==> src/rtl/bk_adder_pipe_pkg.sv <==
// Shared types and elaboration-time helpers for the pipelined Brent-Kung adder.
package bk_pkg;

    typedef struct packed {
        logic g;
        logic p;
    } bk_gp_t;

    function automatic int bk_levels(input int width);
        return 2 * $clog2(width) - 1;
    endfunction

    function automatic int bk_cuts(input int width, input int cut);
        return (cut == 0) ? 0 : (bk_levels(width) + cut - 1) / cut - 1;
    endfunction

    function automatic int bk_latency(input int width, input int cut);
        return 2 + bk_cuts(width, cut);
    endfunction

    // Registers go after every cut-th level, never after the last one.
    function automatic bit bk_is_cut(input int level, input int width, input int cut);
        return (cut > 0) && (level % cut == 0) && (level < bk_levels(width));
    endfunction

endpackage

==> src/rtl/bk_prefix_cell.sv <==
// One Brent-Kung dot operator: (g,p) o (g',p') = (g | p&g', p&p').
module bk_prefix_cell
    import bk_pkg::*;
(
    input  bk_gp_t hi,
    input  bk_gp_t lo,
    output bk_gp_t o
);

    assign o.g = hi.g | (hi.p & lo.g);
    assign o.p = hi.p & lo.p;

endmodule

==> src/rtl/bk_adder_pipe.sv <==
// Pipelined Brent-Kung adder with valid/ready flow control and optional prefix cuts.
// Optional subtract mode (sub_in port) is enabled by defining BK_ADDER_SUB_EN.
module bk_adder_pipe
    import bk_pkg::*;
#(
    parameter int WIDTH    = 16,
    parameter int PIPE_CUT = 2
) (
    input  logic             clk,
    input  logic             rst_n,
    input  logic             in_valid,
    output logic             in_ready,
    input  logic [WIDTH-1:0] a_in,
    input  logic [WIDTH-1:0] b_in,
    input  logic             c_in,
`ifdef BK_ADDER_SUB_EN
    input  logic             sub_in,
`endif
    output logic             out_valid,
    input  logic             out_ready,
    output logic [WIDTH-1:0] sum,
    output logic             c_out
);

    localparam int NLOG = $clog2(WIDTH);
    localparam int NL   = bk_levels(WIDTH);

    logic en;
    assign en       = out_ready | ~out_valid;
    assign in_ready = en;

    logic [WIDTH-1:0] b_eff;
    logic             c_eff;
`ifdef BK_ADDER_SUB_EN
    assign b_eff = sub_in ? ~b_in : b_in;
    assign c_eff = sub_in ? 1'b1  : c_in;
`else
    assign b_eff = b_in;
    assign c_eff = c_in;
`endif

    logic [WIDTH-1:0] a_q, b_q;
    logic             c_q, v_q;

    always_ff @(posedge clk or negedge rst_n) begin
        if (!rst_n) begin
            a_q <= '0;
            b_q <= '0;
            c_q <= 1'b0;
            v_q <= 1'b0;
        end else if (en) begin
            a_q <= a_in;
            b_q <= b_eff;
            c_q <= c_eff;
            v_q <= in_valid;
        end
    end

    // Index k of *_s is the value entering level k+1 (after any cut register).
    bk_gp_t [NL:1][WIDTH-1:0] gp_o;
    bk_gp_t [NL:0][WIDTH-1:0] gp_s;
    logic   [NL:0][WIDTH-1:0] x_s;
    logic   [NL:0]            c_s, v_s;

    logic [WIDTH-1:0] g0, p0;
    assign p0 = a_q | b_q;
    // Carry-in folds into bit 0 so every prefix G already includes it.
    assign g0 = (a_q & b_q) | {{(WIDTH-1){1'b0}}, p0[0] & c_q};

    for (genvar i = 0; i < WIDTH; i++) begin : g_lvl0
        assign gp_s[0][i] = {g0[i], p0[i]};
    end
    assign x_s[0] = a_q ^ b_q;
    assign c_s[0] = c_q;
    assign v_s[0] = v_q;

    for (genvar k = 1; k <= NL; k++) begin : g_lvl
        localparam bit UP = (k <= NLOG);
        localparam int S  = UP ? (1 << (k - 1)) : (1 << (2 * NLOG - 1 - k));

        for (genvar i = 0; i < WIDTH; i++) begin : g_bit
            if (UP ? ((i + 1) % (2 * S) == 0)
                   : (((i + 1) % (2 * S) == S) && (i + 1 >= 3 * S))) begin : g_dot
                bk_prefix_cell u_cell (
                    .hi (gp_s[k-1][i]),
                    .lo (gp_s[k-1][i-S]),
                    .o  (gp_o[k][i])
                );
            end else begin : g_pass
                assign gp_o[k][i] = gp_s[k-1][i];
            end
        end

        if (bk_is_cut(k, WIDTH, PIPE_CUT)) begin : g_cut
            bk_gp_t [WIDTH-1:0] gp_r;
            logic   [WIDTH-1:0] x_r;
            logic               c_r, v_r;

            always_ff @(posedge clk or negedge rst_n) begin
                if (!rst_n) begin
                    gp_r <= '0;
                    x_r  <= '0;
                    c_r  <= 1'b0;
                    v_r  <= 1'b0;
                end else if (en) begin
                    gp_r <= gp_o[k];
                    x_r  <= x_s[k-1];
                    c_r  <= c_s[k-1];
                    v_r  <= v_s[k-1];
                end
            end

            assign gp_s[k] = gp_r;
            assign x_s[k]  = x_r;
            assign c_s[k]  = c_r;
            assign v_s[k]  = v_r;
        end else begin : g_nocut
            assign gp_s[k] = gp_o[k];
            assign x_s[k]  = x_s[k-1];
            assign c_s[k]  = c_s[k-1];
            assign v_s[k]  = v_s[k-1];
        end
    end

    logic [WIDTH-1:0] g_fin, p_fin;
    for (genvar i = 0; i < WIDTH; i++) begin : g_fin_bit
        assign g_fin[i] = gp_s[NL][i].g;
        assign p_fin[i] = gp_s[NL][i].p;
    end

    // Group propagate is not needed once every carry is resolved.
    logic unused_p;
    assign unused_p = ^p_fin;

    always_ff @(posedge clk or negedge rst_n) begin
        if (!rst_n) begin
            out_valid <= 1'b0;
            sum       <= '0;
            c_out     <= 1'b0;
        end else if (en) begin
            out_valid <= v_s[NL];
            sum       <= x_s[NL] ^ {g_fin[WIDTH-2:0], c_s[NL]};
            c_out     <= g_fin[WIDTH-1];
        end
    end

endmodule

==> config.mk <==
export PLATFORM = sky130hd
export DESIGN_NAME = bk_adder_pipe
export DESIGN_NICKNAME = d
export VERILOG_FILES = /design/src/rtl/bk_adder_pipe_pkg.sv /design/src/rtl/bk_prefix_cell.sv /design/src/rtl/bk_adder_pipe.sv
export SDC_FILE = /design/constraint.sdc
export NUM_CORES = 1
export LEC_CHECK = 0
export BUFFER_PORTS_ARGS = -buffer_cell sky130_fd_sc_hd__buf_2
export CORE_MARGIN = 3
export CORE_UTILIZATION = 40
export CTS_CLUSTER_SIZE = 8
export DETAILED_ROUTE_END_ITERATION = 7
export GPL_ROUTABILITY_DRIVEN = 0
export GPL_TIMING_DRIVEN = 0
export HOLD_SLACK_MARGIN = 0.06
export SLEW_MARGIN = 20
export SYNTH_ARGS = -nofsm -noshare
export SYNTH_HDL_FRONTEND = slang
export SYNTH_SLANG_ARGS = --single-unit
==> constraint.sdc <==
create_clock -name clk -period 1.04 [get_ports clk]
set_input_delay 0 -clock clk [delete_from_list [all_inputs] [get_ports clk]]
set_output_delay 0 -clock clk [all_outputs]
set_load 0.02 [all_outputs]
Word-level counts from Yosys, hierarchy flattened --
Index checks and enable logic that the tools add are counted.
Word-level totals: register bits after elaboration 185, output and inout bits 19
Operators by class: bitwise logic cells 71
Operators with widths (count):
- AND 1 bit | 38
- bitwise XOR 16 bit | 2
- bitwise OR 1 bit | 27
- AND 16 bit | 1
- bitwise OR 16 x 1 -> 16 bit | 1
- bitwise OR 16 bit | 1
- inverter 1 bit | 1

Logic depth before layout (Yosys ltp) --
depth in word-level cells 7, depth in mapped cells 7, gate-level depth less buffers 5

Cells and area by module --
From an unflattened synthesis, not the netlist that was laid out.
Unflattened totals: cell total of the unflattened synthesis 569, area total of the unflattened synthesis 8863.5 um^2
Modules (own cells, without submodules):
- bk_adder_pipe | cells an instance 517, area each 8473.1 um^2, times used 1, sequential area each 4929.7 um^2
- bk_prefix_cell | cells an instance 2, area each 15.0 um^2, times used 26, sequential area each 0.0 um^2

Worst setup path before layout --
Ideal clock, no wire load.
kind register to register, from register out_valid, to register g_lvl[2].g_cut.gp_r[7] in the netlist's numbering, stages on the path, launching flop included 7, path slack -256 ps, arrival 1161 ps, path buffers 3, required time 905 ps, cell sequence dfrtp_1 nor2b_4 buf_6 inv_4 buf_6 buf_6 a31oi_2
On the way: longest elaborated chain between the ends 2
RTL lines:
- start, declared | RTL line bk_adder_pipe.sv:19 | output logic out_valid,
- start signal, assigned | RTL line bk_adder_pipe.sv:141 | out_valid <= v_s[NL];
- inverter 1 bit | RTL line bk_adder_pipe.sv:29 | assign en = out_ready | ~out_valid;
- bitwise OR 1 bit | RTL line bk_adder_pipe.sv:29
- via in_ready | RTL line bk_adder_pipe.sv:12 | output logic in_ready,
- end signal, assigned | RTL line bk_adder_pipe.sv:106 | gp_r <= gp_o[k];
- end, declared | RTL line bk_adder_pipe.sv:95 | bk_gp_t [WIDTH-1:0] gp_r;
The timed path passes the listed nets, and every way through them passes these cells. A chain may end at the register's enable or synchronous reset.

Worst setup path after layout --
from register out_valid, to output port in_ready
On the way: longest elaborated chain between the ends 2
RTL lines (RTL line):
- inverter 1 bit | bk_adder_pipe.sv:29
- bitwise OR 1 bit | bk_adder_pipe.sv:29
- end, declared | bk_adder_pipe.sv:12
Every way passes these cells.

==> impl_metrics.ini <==
[drt]
wirelength_microns = 20600
drtIter0Drc = 379
drc = 0
via_count = 5864
wire_per_inst_microns = 16.7
drt-pass1-iter-count = 5
viasPerCell = 4.74
ant_nets = 0

[sta]
maxSlewHeadroom = 0.748
setup_slack_ps = -418
fin_hold_ws_ps = -559
slew_violations = 0
period_share = 1.40
rsz0062_at_grt = true
setup_violations = 186
worst_pin_slew_ps = 378
period_needed_ps = 1460
finalHoldViolations = 112
tns_ps = -57240
fmax_mhz = 686
finalClockSkew_ps = 6.64

[power]
pwr-share-seq = 0.396
p_int_w = 0.0204
power.density_nw_per_um2 = 3000
clkPwrFrac = 0.210
power.share.switching = 0.363
p_sw_w = 0.0116
irDropWorstVdd_mv = 1.59
p_leak_nw = 5.39
power_frac_comb = 0.394
finalPower_w = 0.0320

[status]
violations = negative hold slack, negative setup slack
status = finished, violations left

[global_routing]
grt_pass1_vias = 5970
globalRouteOverflowTotal = 0
grt_usage = 0.190
grt_max_degree = 74
antenna_found_initial = 0
grt_pass1_wl_microns = 31600

[floorplan]
initial_core_util = 0.411
die_area_sq_um = 21200
pin_count = 56
die_h_microns = 146
rows = 50
core-area_sq_um = 19000
fp.dieW_microns = 146

[logic_synthesis]
async_reset_ff_frac = 1.00
synth_edf_count = 0
syn_inst = 824
synth.area.top_cells = dfrtp_1, nand2_1, ha_1
synth_fp_nets = 893
ys.flop_type = dfrtp_1
synth_top_area_share = 0.594
synthesis.area_sq_um = 7800
yosys.cell_types.count = 27
synth_common_cells = nand2_1, dfrtp_1, inv_1, o21ai_0, ha_1
post-synth-top-count-cell = nand2_1
synth.largest_area_cell = dfrtp_1
synth_seq_area_share = 0.594
yosys_warnings = 0
synth.avg_cell_area_sq_um = 9.46
ys_ff_latch = 185

[critical_path]
start_kind = flop
endpoint_kind = output port
critPathArrivalTime_ps = 1460
cp_max_fo = 4
critPathKind = reg2out
cp.required_ps = 1040

[final_layout]
drive_above_1_share = 0.256
seqCellArea_sq_um = 4630
final_area_sq_um = 10700
antennaDiodeCount = 0
num-fill-cells = 1646
syn_to_final_growth_pct = 36.8
multiInputGateArea_sq_um = 3020
final_net_count = 1032

[clock_tree]
cts_tree = yes
cts_root_buf = clkbuf_16
cts_buffer_depth = 2
cts.sinks = 185
htreeDepth = 4
clk_pin_slew_ps = 70
clk_latency_ps = 430
cts_buffers = 17
holdBufCountCts = 34

[placed_design]
portBuffers = 55
hpwl_microns = 13200
place_area_sq_um = 8510

[run]
cap_violations = 0

[min_path]
hp-class = in2async
placed cells by master, fill, tap and decap left out, drive strengths merged:
cell type	n
inv	38
a21o	5
clkinvlp	3
bufinv	3
nor2b	5
nor3b	1
dlygate4sd3	34
xor2	7
nand2b	1
a21oi	24
nand2	375
a31oi	4
nor3	9
dfrtp	185
o21ai	54
ha	32
clkbuf	39
buf	107
bufbuf	1
nor2	30
a22o	3
a2111oi	1
xnor2	9
clkinv	5
o31ai	1
through the flow:
stage / cells / setup slack [ps] / hold slack [ps] / util
finish: 1236 / -418 / -559 / 0.563
global route: 1236 / -459 / -553 / 0.563
CTS: 1220 / -448 / -561 / 0.528
detailed placement: 1141 / -400 / -97.3 / 0.449
global placement: 1139 / -3420 / 195 / 0.445
floorplan: 824 / -195 / -296 / -
power by group through the flow:
stage | Combinational (W) | Clock, W | Sequential, W
global placement | 0.00909 | 0 | 0.0125
floorplan | 0.00607 | 0 | 0.0125
global route | 0.0140 | 0.00714 | 0.0131
CTS | 0.0110 | 0.00681 | 0.0125
finish | 0.0126 | 0.00672 | 0.0127
detailed placement | 0.00928 | 0 | 0.0126
cell type report:
cell class	instances	share of cell area
Clock inverter	11	0.0136
Buffer	39	0.0560
Sequential cell	185	0.434
Timing Repair Buffer	121	0.124
Inverter	38	0.0141
Tap cell	260	0.0305
Clock buffer	21	0.0441
Multi-Input combinational cell	561	0.283
flip-flops by register name, indices dropped and copies added (netlist names):
signal	cells
b_q	16
g_fin	9
c_q	1
c_out	1
g_lvl.g_cut.c_r	3
g_lvl.g_cut.x_r	48
sum	16
a_q	16
v_q	1
g_lvl.g_cut.gp_r	70
out_valid	1
g_lvl.g_cut.v_r	3
cells by family (layout without fill, tap and decap cells):
| group | Yosys count | after routing | share of synthesized area |
|---|---|---|---|
| buffers and inverters | 78 | 230 | 0.0571 |
| adders and majority gates | 32 | 32 | 0.0513 |
| DFF | 185 | 185 | 0.594 |
| xor gates and xnor gates | 16 | 16 | 0.0180 |
| AOI/OAI and AO/OA | 92 | 92 | 0.0711 |
| and+or+nand+nor | 421 | 421 | 0.209 |
what timing repair did:
| action | 4_1_cts | 5_1_grt |
|---|---|---|
| setup buffers | 9 | 2 |
| resized for setup | 131 | 83 |
| endpoints found under the setup margin | 186 | 186 |
| cloned | 4 | 16 |
| hold endpoints to repair | 146 | 112 |
| pin swaps | 10 | 12 |
per-layer routing:
layer | track usage | part of all wire | vias to the layer above
met3 | 0.0380 | 0.042 | 27
met5 | 0 | 0 | -
met4 | 0.0722 | 0.023 | 0
li1 | - | - | 2869
met2 | 0.308 | 0.48 | 133
met1 | 0.255 | 0.45 | 2835
critical path, cell delays in order, from the launching register on:
cell and delay [ps]:
dfrtp_2 350, nor2b_4 150, buf_12 140, inv_8 40, buf_12 120, buf_12 110, buf_8 120
worst paths after layout:
kind                                         start                 endpoint  slack, ps  cells after the start
max in group asynchronous                    rst_n   g_lvl[4].g_cut.gp_r[5]        560                      3
min reg2reg                g_lvl[6].g_cut.gp_r[25]  g_lvl[6].g_cut.gp_r[25]        470                      2
min                                          rst_n                  sum[11]       -560                      1
max reg2reg                              out_valid  g_lvl[2].g_cut.gp_r[24]       -400                      7
max                                      out_valid                 in_ready       -420                      6
min in group clk                         out_ready                 g_fin[5]        250                      5
Note: power is estimated with default switching activity, not from simulation.
